**src/rtl/led_sequencer.sv**
```systemverilog
// ============================================================================
// Module   : led_sequencer
// Purpose  : Drives NUM_LEDS board LEDs with a selectable pattern (binary
//            count, rotate, bounce, blink). A programmable prescaler sets how
//            fast the pattern advances. The block also exports a one-cycle
//            step pulse for other status logic.
// Revision : 1.0 - initial release
// ----------------------------------------------------------------------------
// Parameters:
//   NUM_LEDS : number of LED outputs (1..32)
//   DIV_W    : width of the prescaler divisor and counter
// Ports:
//   clk      in   1         system clock, all logic on posedge
//   resetn   in   1         asynchronous active-low reset
//   enable   in   1         1 = prescaler runs and pattern advances
//   mode     in   2         0 count, 1 rotate, 2 bounce, 3 blink
//   div      in   DIV_W     step period minus one, in clk cycles
//   bright   in   8         PWM brightness (only with LED_SEQ_PWM_EN)
//   led      out  NUM_LEDS  registered LED pattern
//   step     out  1         registered one-cycle pulse per pattern advance
// Build option:
//   LED_SEQ_PWM_EN : adds the bright port and an 8-bit PWM dimmer on led.
//                    This adds one cycle of led latency relative to step.
// ============================================================================
`default_nettype none

module led_sequencer #(
   parameter int NUM_LEDS = 4,
   parameter int DIV_W    = 24
) (
   input  logic                clk,
   input  logic                resetn,
   input  logic                enable,
   input  logic [1:0]          mode,
   input  logic [DIV_W-1:0]    div,
`ifdef LED_SEQ_PWM_EN
   input  logic [7:0]          bright,
`endif
   output logic [NUM_LEDS-1:0] led,
   output logic                step
);

   localparam logic [1:0] MODE_COUNT  = 2'd0;
   localparam logic [1:0] MODE_ROTATE = 2'd1;
   localparam logic [1:0] MODE_BOUNCE = 2'd2;
   localparam logic [1:0] MODE_BLINK  = 2'd3;

   // Bounce direction state machine
   typedef enum logic [0:0] {
      DIR_UP   = 1'b0,
      DIR_DOWN = 1'b1
   } dir_t;

   logic [DIV_W-1:0]    cnt, cnt_next;
   logic [NUM_LEDS-1:0] pattern, pattern_next;
   dir_t                dir, dir_next;
   logic [1:0]          mode_q;
   logic                step_q, step_next;

   logic                tick;
   logic                reload;
   logic [NUM_LEDS-1:0] seed;
   logic [NUM_LEDS-1:0] rotate_next;
   logic [NUM_LEDS-1:0] bounce_up_next;
   logic [NUM_LEDS-1:0] bounce_down_next;
   logic                top_hit;
   logic                bottom_hit;

   // Greater-or-equal makes a divisor lowered mid-count fire on the next
   // enabled cycle instead of waiting for the counter to wrap.
   assign tick   = enable && (cnt >= div);
   assign reload = (mode != mode_q);

   // Shift helpers. With a single LED, rotate and bounce have nowhere to go,
   // so they hold and the direction never flips.
   generate
      if (NUM_LEDS > 1) begin : g_multi
         assign rotate_next      = {pattern[NUM_LEDS-2:0], pattern[NUM_LEDS-1]};
         assign bounce_up_next   = pattern << 1;
         assign bounce_down_next = pattern >> 1;
         // Flip on the same update that lands the one-hot on an end bit, so
         // each end bit is shown for exactly one step.
         assign top_hit          = pattern[NUM_LEDS-2];
         assign bottom_hit       = pattern[1];
      end else begin : g_single
         assign rotate_next      = pattern;
         assign bounce_up_next   = pattern;
         assign bounce_down_next = pattern;
         assign top_hit          = 1'b0;
         assign bottom_hit       = 1'b0;
      end
   endgenerate

   // Seed loaded whenever the mode changes
   always_comb begin
      seed = '0;
      case (mode)
         MODE_ROTATE: seed = NUM_LEDS'(1);
         MODE_BOUNCE: seed = NUM_LEDS'(1);
         default:     seed = '0;
      endcase
   end

   // Next-state logic. A mode reload overrides everything, including a tick
   // and the enable hold.
   always_comb begin
      cnt_next     = cnt;
      pattern_next = pattern;
      dir_next     = dir;
      step_next    = 1'b0;

      if (reload) begin
         pattern_next = seed;
         cnt_next     = '0;
         dir_next     = DIR_UP;
      end else if (tick) begin
         cnt_next  = '0;
         step_next = 1'b1;
         case (mode_q)
            MODE_COUNT:  pattern_next = pattern + NUM_LEDS'(1);
            MODE_ROTATE: pattern_next = rotate_next;
            MODE_BOUNCE: begin
               if (dir == DIR_UP) begin
                  pattern_next = bounce_up_next;
                  if (top_hit) begin
                     dir_next = DIR_DOWN;
                  end
               end else begin
                  pattern_next = bounce_down_next;
                  if (bottom_hit) begin
                     dir_next = DIR_UP;
                  end
               end
            end
            MODE_BLINK:  pattern_next = ~pattern;
            default:     pattern_next = pattern;
         endcase
      end else if (enable) begin
         cnt_next = cnt + DIV_W'(1);
      end
   end

   always_ff @(posedge clk or negedge resetn) begin
      if (!resetn) begin
         cnt     <= '0;
         pattern <= '0;
         dir     <= DIR_UP;
         mode_q  <= MODE_COUNT;
         step_q  <= 1'b0;
      end else begin
         cnt     <= cnt_next;
         pattern <= pattern_next;
         dir     <= dir_next;
         mode_q  <= mode;
         step_q  <= step_next;
      end
   end

   assign step = step_q;

`ifdef LED_SEQ_PWM_EN
   logic [7:0]          pwm_cnt;
   logic [NUM_LEDS-1:0] led_q;

   // Free-running PWM; bright = 0 is fully off, 255 gives 255/256 duty.
   always_ff @(posedge clk or negedge resetn) begin
      if (!resetn) begin
         pwm_cnt <= '0;
         led_q   <= '0;
      end else begin
         pwm_cnt <= pwm_cnt + 8'd1;
         led_q   <= pattern & {NUM_LEDS{(pwm_cnt < bright)}};
      end
   end

   assign led = led_q;
`else
   assign led = pattern;
`endif

endmodule

`default_nettype wire

```
**config.mk**
```make
export PLATFORM = sky130hd
export DESIGN_NAME = led_sequencer
export DESIGN_NICKNAME = d
export VERILOG_FILES = /design/src/rtl/led_sequencer.sv
export SDC_FILE = /design/constraint.sdc
export NUM_CORES = 1
export LEC_CHECK = 0
export BUFFER_PORTS_ARGS = -buffer_cell sky130_fd_sc_hd__buf_2
export CORE_ASPECT_RATIO = 1.2
export CORE_MARGIN = 2
export CORE_UTILIZATION = 60
export CTS_CLUSTER_DIAMETER = 150
export CTS_CLUSTER_SIZE = 12
export DETAILED_ROUTE_END_ITERATION = 8
export PLACE_DENSITY = 0.94
export SLEW_MARGIN = 20
export SYNTH_ARGS = -nofsm -noshare
export SYNTH_HDL_FRONTEND = slang
export SYNTH_SLANG_ARGS = --single-unit
```
**constraint.sdc**
```tcl
create_clock -name clk -period 4.15 [get_ports clk]
set_input_delay 0.83 -clock clk [delete_from_list [all_inputs] [get_ports clk]]
set_output_delay 0.83 -clock clk [all_outputs]
set_load 0.02 [all_outputs]
```
Word-level counts from Yosys, hierarchy flattened
Cells that the tools add are included.
W data, S select, Z words.

operators by class
  reduce and logical (&&, ||, !) cells = 7
  equal/unequal tests = 6
  muxes and demuxes = 16
  $add $sub $neg = 2
  magnitude comparators = 1
  shift-type cells = 0
  multiply operators = 0
  bitwise logic cells = 1
  div/mod/pow operators = 0

operator list
  kind                     number
  $mux W24                 3
  $add A24 B1 Y24 const B  1
  $ge A24 B24 Y1           1
  $pmux W4 S4              1
  $mux W4                  3
  $mux W1                  9
  $eq A2 B2 Y1 const B     3
  $add A4 B1 Y4 const B    1
  $eq A2 B1 Y1 const B     2
  $not A4 Y4               1
  $reduce_bool A2 Y1       2
  $reduce_bool A3 Y1       1
  $logic_not A2 Y1         1
  $ne A2 B2 Y1             1
  $reduce_and A2 Y1        1
  $reduce_or A2 Y1         1
  $logic_and A1 B1 Y1      1

storage, ports and cells
  logic and storage cells = 38
  memory bits (writable) = 0
  flip-flop bits (word level) = 32
  output and inout port bits = 5
  memories = 0
  ROM bits = 0
  bits in latches = 0

Logic depth before layout (Yosys ltp)
  word-level depth = 5
  gate-level depth with buffers = 10
  gate-level depth less buffers = 8

Worst setup path before layout
Ideal clock, no wire load.

  path type = input to register
  start = in div[21]
  end = reg cnt[14]
  data arrival time = 2,370 ps
  buffers on the path = 2
  setup time = 136 ps
  stages = 10
  path slack = 1,644 ps
  data required time = 4,014 ps
  path through = inv_1 ha_1 nand4_1 nor3_1 nand2_1 and4b_1 clkbuf_1 a21oi_1 clkbuf_1 nor3_1

between the ends
  cells in the longest elaborated chain, start to end = 4
  elaborated cells on any way between the ends = 5
  those cells by class = order compare: 1; mux: 2; reduce/logical: 2

RTL lines
  what                     RTL line  RTL
  start, declared          35        input logic [DIV_W-1:0] div,
  $ge A24 B24 Y1 (*)       71        assign tick = enable && (cnt >= div);
  $logic_and A1 B1 Y1 (*)  71
  $mux W24                 116       end else if (tick) begin
  $mux W24                 112       if (reload) begin
  end signal, assigned     151       cnt <= cnt_next;
  end, declared            54        logic [DIV_W-1:0] cnt, cnt_next;

Mark *: on every way between the ends. The rest lies on a longest branch, timed or not.
A chain may end at the register's enable or synchronous reset.

Worst setup path after layout
  start = in div[13]
  end = reg pattern[0], in the netlist led[0]

between the ends
  cells in the longest elaborated chain, start to end = 3

RTL lines
  what                          RTL line  RTL
  $ge A24 B24 Y1                71
  $logic_and A1 B1 Y1           71
  $reduce_bool A2 Y1 (no line)  --
  end signal, assigned          152       pattern <= pattern_next;
  end, declared                 55        logic [NUM_LEDS-1:0] pattern, pattern_next;

Every way passes these cells.

==> results by group <==
Outcome
  • Status: finished, final reports clean

Worst hold path
  • Worst Hold Path EP: cnt[23]
  • Min-Delay Path Depth: 2
  • Hold Path Class: reg2reg
  • HP Start: cnt[23]

Logic synthesis
  • Post-synthesis adder-cell area fraction: 0.1284
  • Syn Inst Count: 296
  • Multiplexer share of the synthesized area: 0.03309
  • Ys flop type: dfrtp_1
  • Synth Area per Inst: 8.560 sq um
  • Cell Area, Synth: 2534 sq um
  • Seq cells post-synth: 32
  • Compound-Gate Fraction of Synth Area: 0.1719
  • Largest family of logic cells by synthesized area: simple AND/OR/NAND/NOR gates
  • Simple-Gate Fraction of Synth Area: 0.2321
  • Syn nets: 351
  • Share of the synthesized area in the top cell type: 0.3160
  • Post-synth EDFFs: 0
  • Synth area leader: dfrtp_1
  • Seq/Total Area, Yosys: 0.3160
  • Top post-synthesis cells by area: dfrtp_1, ha_1, nand2_1
  • Synth warn: 0
  • Async S/R FF share, synth: 1.000
  • Netlist cell types: 44
  • Post-synthesis xor/xnor area fraction: 0.05185

Drt
  • Final wirelength: 5572 microns
  • DR vias/cell: 6.106
  • 1st-iter DRT viols: 170
  • Routed len/inst: 14.70 microns
  • Vias post-DR: 2314
  • Final ANT Viol Nets: 0
  • Residual DRC: 0
  • Drt pass-1 iters: 4

Timing
  • RSZ-0062 raised after global routing: no
  • Clock Skew: 0.006557 ns
  • Fin Setup TNS: 0 ns
  • Period minus WS final: 2.804 ns
  • Final Max Slew Viols: 0
  • Final period utilization: 0.6756
  • Fin. Hold Viols: 0
  • Final setup violation count: 0
  • Max_slew headroom: 0.4298
  • Fmax: 0.3566 GHz
  • Measured slew at the worst slew-check pin: 0.8554 ns

Floorplan
  • IO Pins: 34
  • Core footprint: 4004 sq um
  • Die H: 75.19 microns
  • Die X: 63.32 microns
  • Starting density of the core: 0.6328
  • Floorplan row count: 25
  • Die area: 4761 sq um

Job
  • Max-cap violations: 0

Critical path
  • Max FO, Critical Path: 12
  • Reg2reg end: led[0]
  • Worst setup EP type: register
  • CP Launch Type: input port
  • R2R Path Start: cnt[13]
  • Arr. time, crit path: 3.02 ns
  • Flop-to-flop setup slack: 1.51 ns
  • Critical Path RT: 4.37 ns
  • Critical path class: in2reg
  • R2R depth: 7

Finish
  • Nets: 379
  • Fraction of layout cells with a size suffix above 1: 0.1723
  • Commonest non-fill, non-tap cell in the layout: buf_2
  • Finished Layout Cells: 379
  • Diodes inserted: 0
  • Most frequent cells in the layout: buf_2, nand2_1, dfrtp_1
  • Area grow syn2layout: 10.77%
  • Post-layout util: 0.7009

Clock tree
  • Total CTS buffers: 5
  • Clock Sinks: 32
  • # hold bufs at CTS: 0
  • Clock Tree Buf Depth: 2
  • Clock slew at reported path FFs: 0.07 ns
  • CTS tree: built
  • Htree depth: 2
  • CTS root buf: clkbuf_8
  • Post_cts resized: 0
  • Post-CTS setup buffers: 0
  • Worst-skew pair later-pin latency: 0.28 ns

Global routing
  • M1 GR Usage: 0.3205
  • Gr usage total: 0.2593
  • Layer with the highest usage: met2
  • Largest net degree at the start of global routing: 33
  • Initial antenna violation count: 0
  • First-pass GRT wire length: 9756 microns
  • Number of global-route vias before repair: 2308
  • Total gr overflow: 0
  • Met2 Usage GRT: 0.4374
  • Met3 usage: 0.03886

Power
  • Worst IR Drop VDD: 0.2382 mV
  • Power Density: 235.2 nW/um^2
  • Final Power: 0.0006601 W
  • Leak pwr: 1.314 nW

Placed design
  • DP Wirelength: 4149 microns
  • Placed Cells: 371
  • Input/output buffers: 33
  • GPL Wtd Cong: 0.8311
-- per-stage QoR --
step / worst slack [ns] / cell area, sq um / hold WS, ns
floorplan: 1.644 / 2534 / 0.5282
global placement: 1.101 / 2714 / 0.5577
detailed placement: 1.046 / 2714 / 0.5668
CTS: 1.331 / 2806 / 0.5753
global route: 1.131 / 2806 / 0.5932
finish: 1.346 / 2806 / 0.5771
-- cells by family after synthesis --
logic type      count (synthesis)
fa+ha+maj                      26
simple gates                  112
flops                          32
compound gates                 63
buf+inv                        41
mux                             7
xor+xnor                       15
-- worst max-delay path, cell delays in order --
cell and delay (ns):
buf_2 0.07, inv_1 0.03, ha_1 0.29, nand4_1 0.18, nor3_1 0.27, nand3_1 0.14
o21a_1 0.26, a21oi_1 0.71, o311a_1 0.22
-- worst max-delay path by stage --
stage                  from       to  slack (ns)  depth (start not counted)
detailed placement  div[13]  cnt[21]        1.05                          9
CTS                 div[13]  cnt[21]        1.33                          9
global route        div[13]  cnt[18]        1.13                          9
floorplan           div[21]  cnt[14]        1.64                         10
finish              div[13]   led[0]        1.35                          9
global placement    div[13]  cnt[19]        1.10                          9
-- sequential cells by signal, summed over array words and instances (netlist names) --
register	count
led	4
mode_q	2
cnt	24
dir	1
step	1
-- where the power goes --
part	internal, W	switching, W
Sequential	0.000315	0.00000830
Combinational	0.0000344	0.0000515
Clock	0.000132	0.000118
-- cells in the mapped netlist (2+ instances only) --
library cell  count
inv_1            27
nor2_1            9
xnor2_1           6
nand4_1           8
a211o_1           3
a21oi_1          19
o21ai_0           9
a31o_2            7
a211oi_1          5
buf_6             2
and3_1            6
nor2b_1           4
nand3_1          15
xor2_1            9
o211ai_1          7
nand3b_1          4
or4_1             3
ha_1             26
clkbuf_1         12
dfrtp_1          32
nand2_1          32
nand2b_1          6
a2111oi_0         3
or3_1             2
mux2i_1           5
nor3_1           15
nor3b_1           2
o2111ai_1         2
-- cell type report --
class	count	area [sq um]
multi-input cells	223	1564
well taps	54	67.56
repair buffers	35	180.2
fillers	335	1197
flip-flops and latches	32	800.8
clock inverters	2	10.01
clock buffers	6	82.58
inverters	27	101.3
-- per-layer routing --
layer / share of wire / vias up
met3: 0.043 / 7
met4: 0.013 / 0
met2: 0.52 / 70
li1: - / 1131
met5: 0 / -
met1: 0.42 / 1106
No activity file was read; power rests on OpenSTA's default activity.
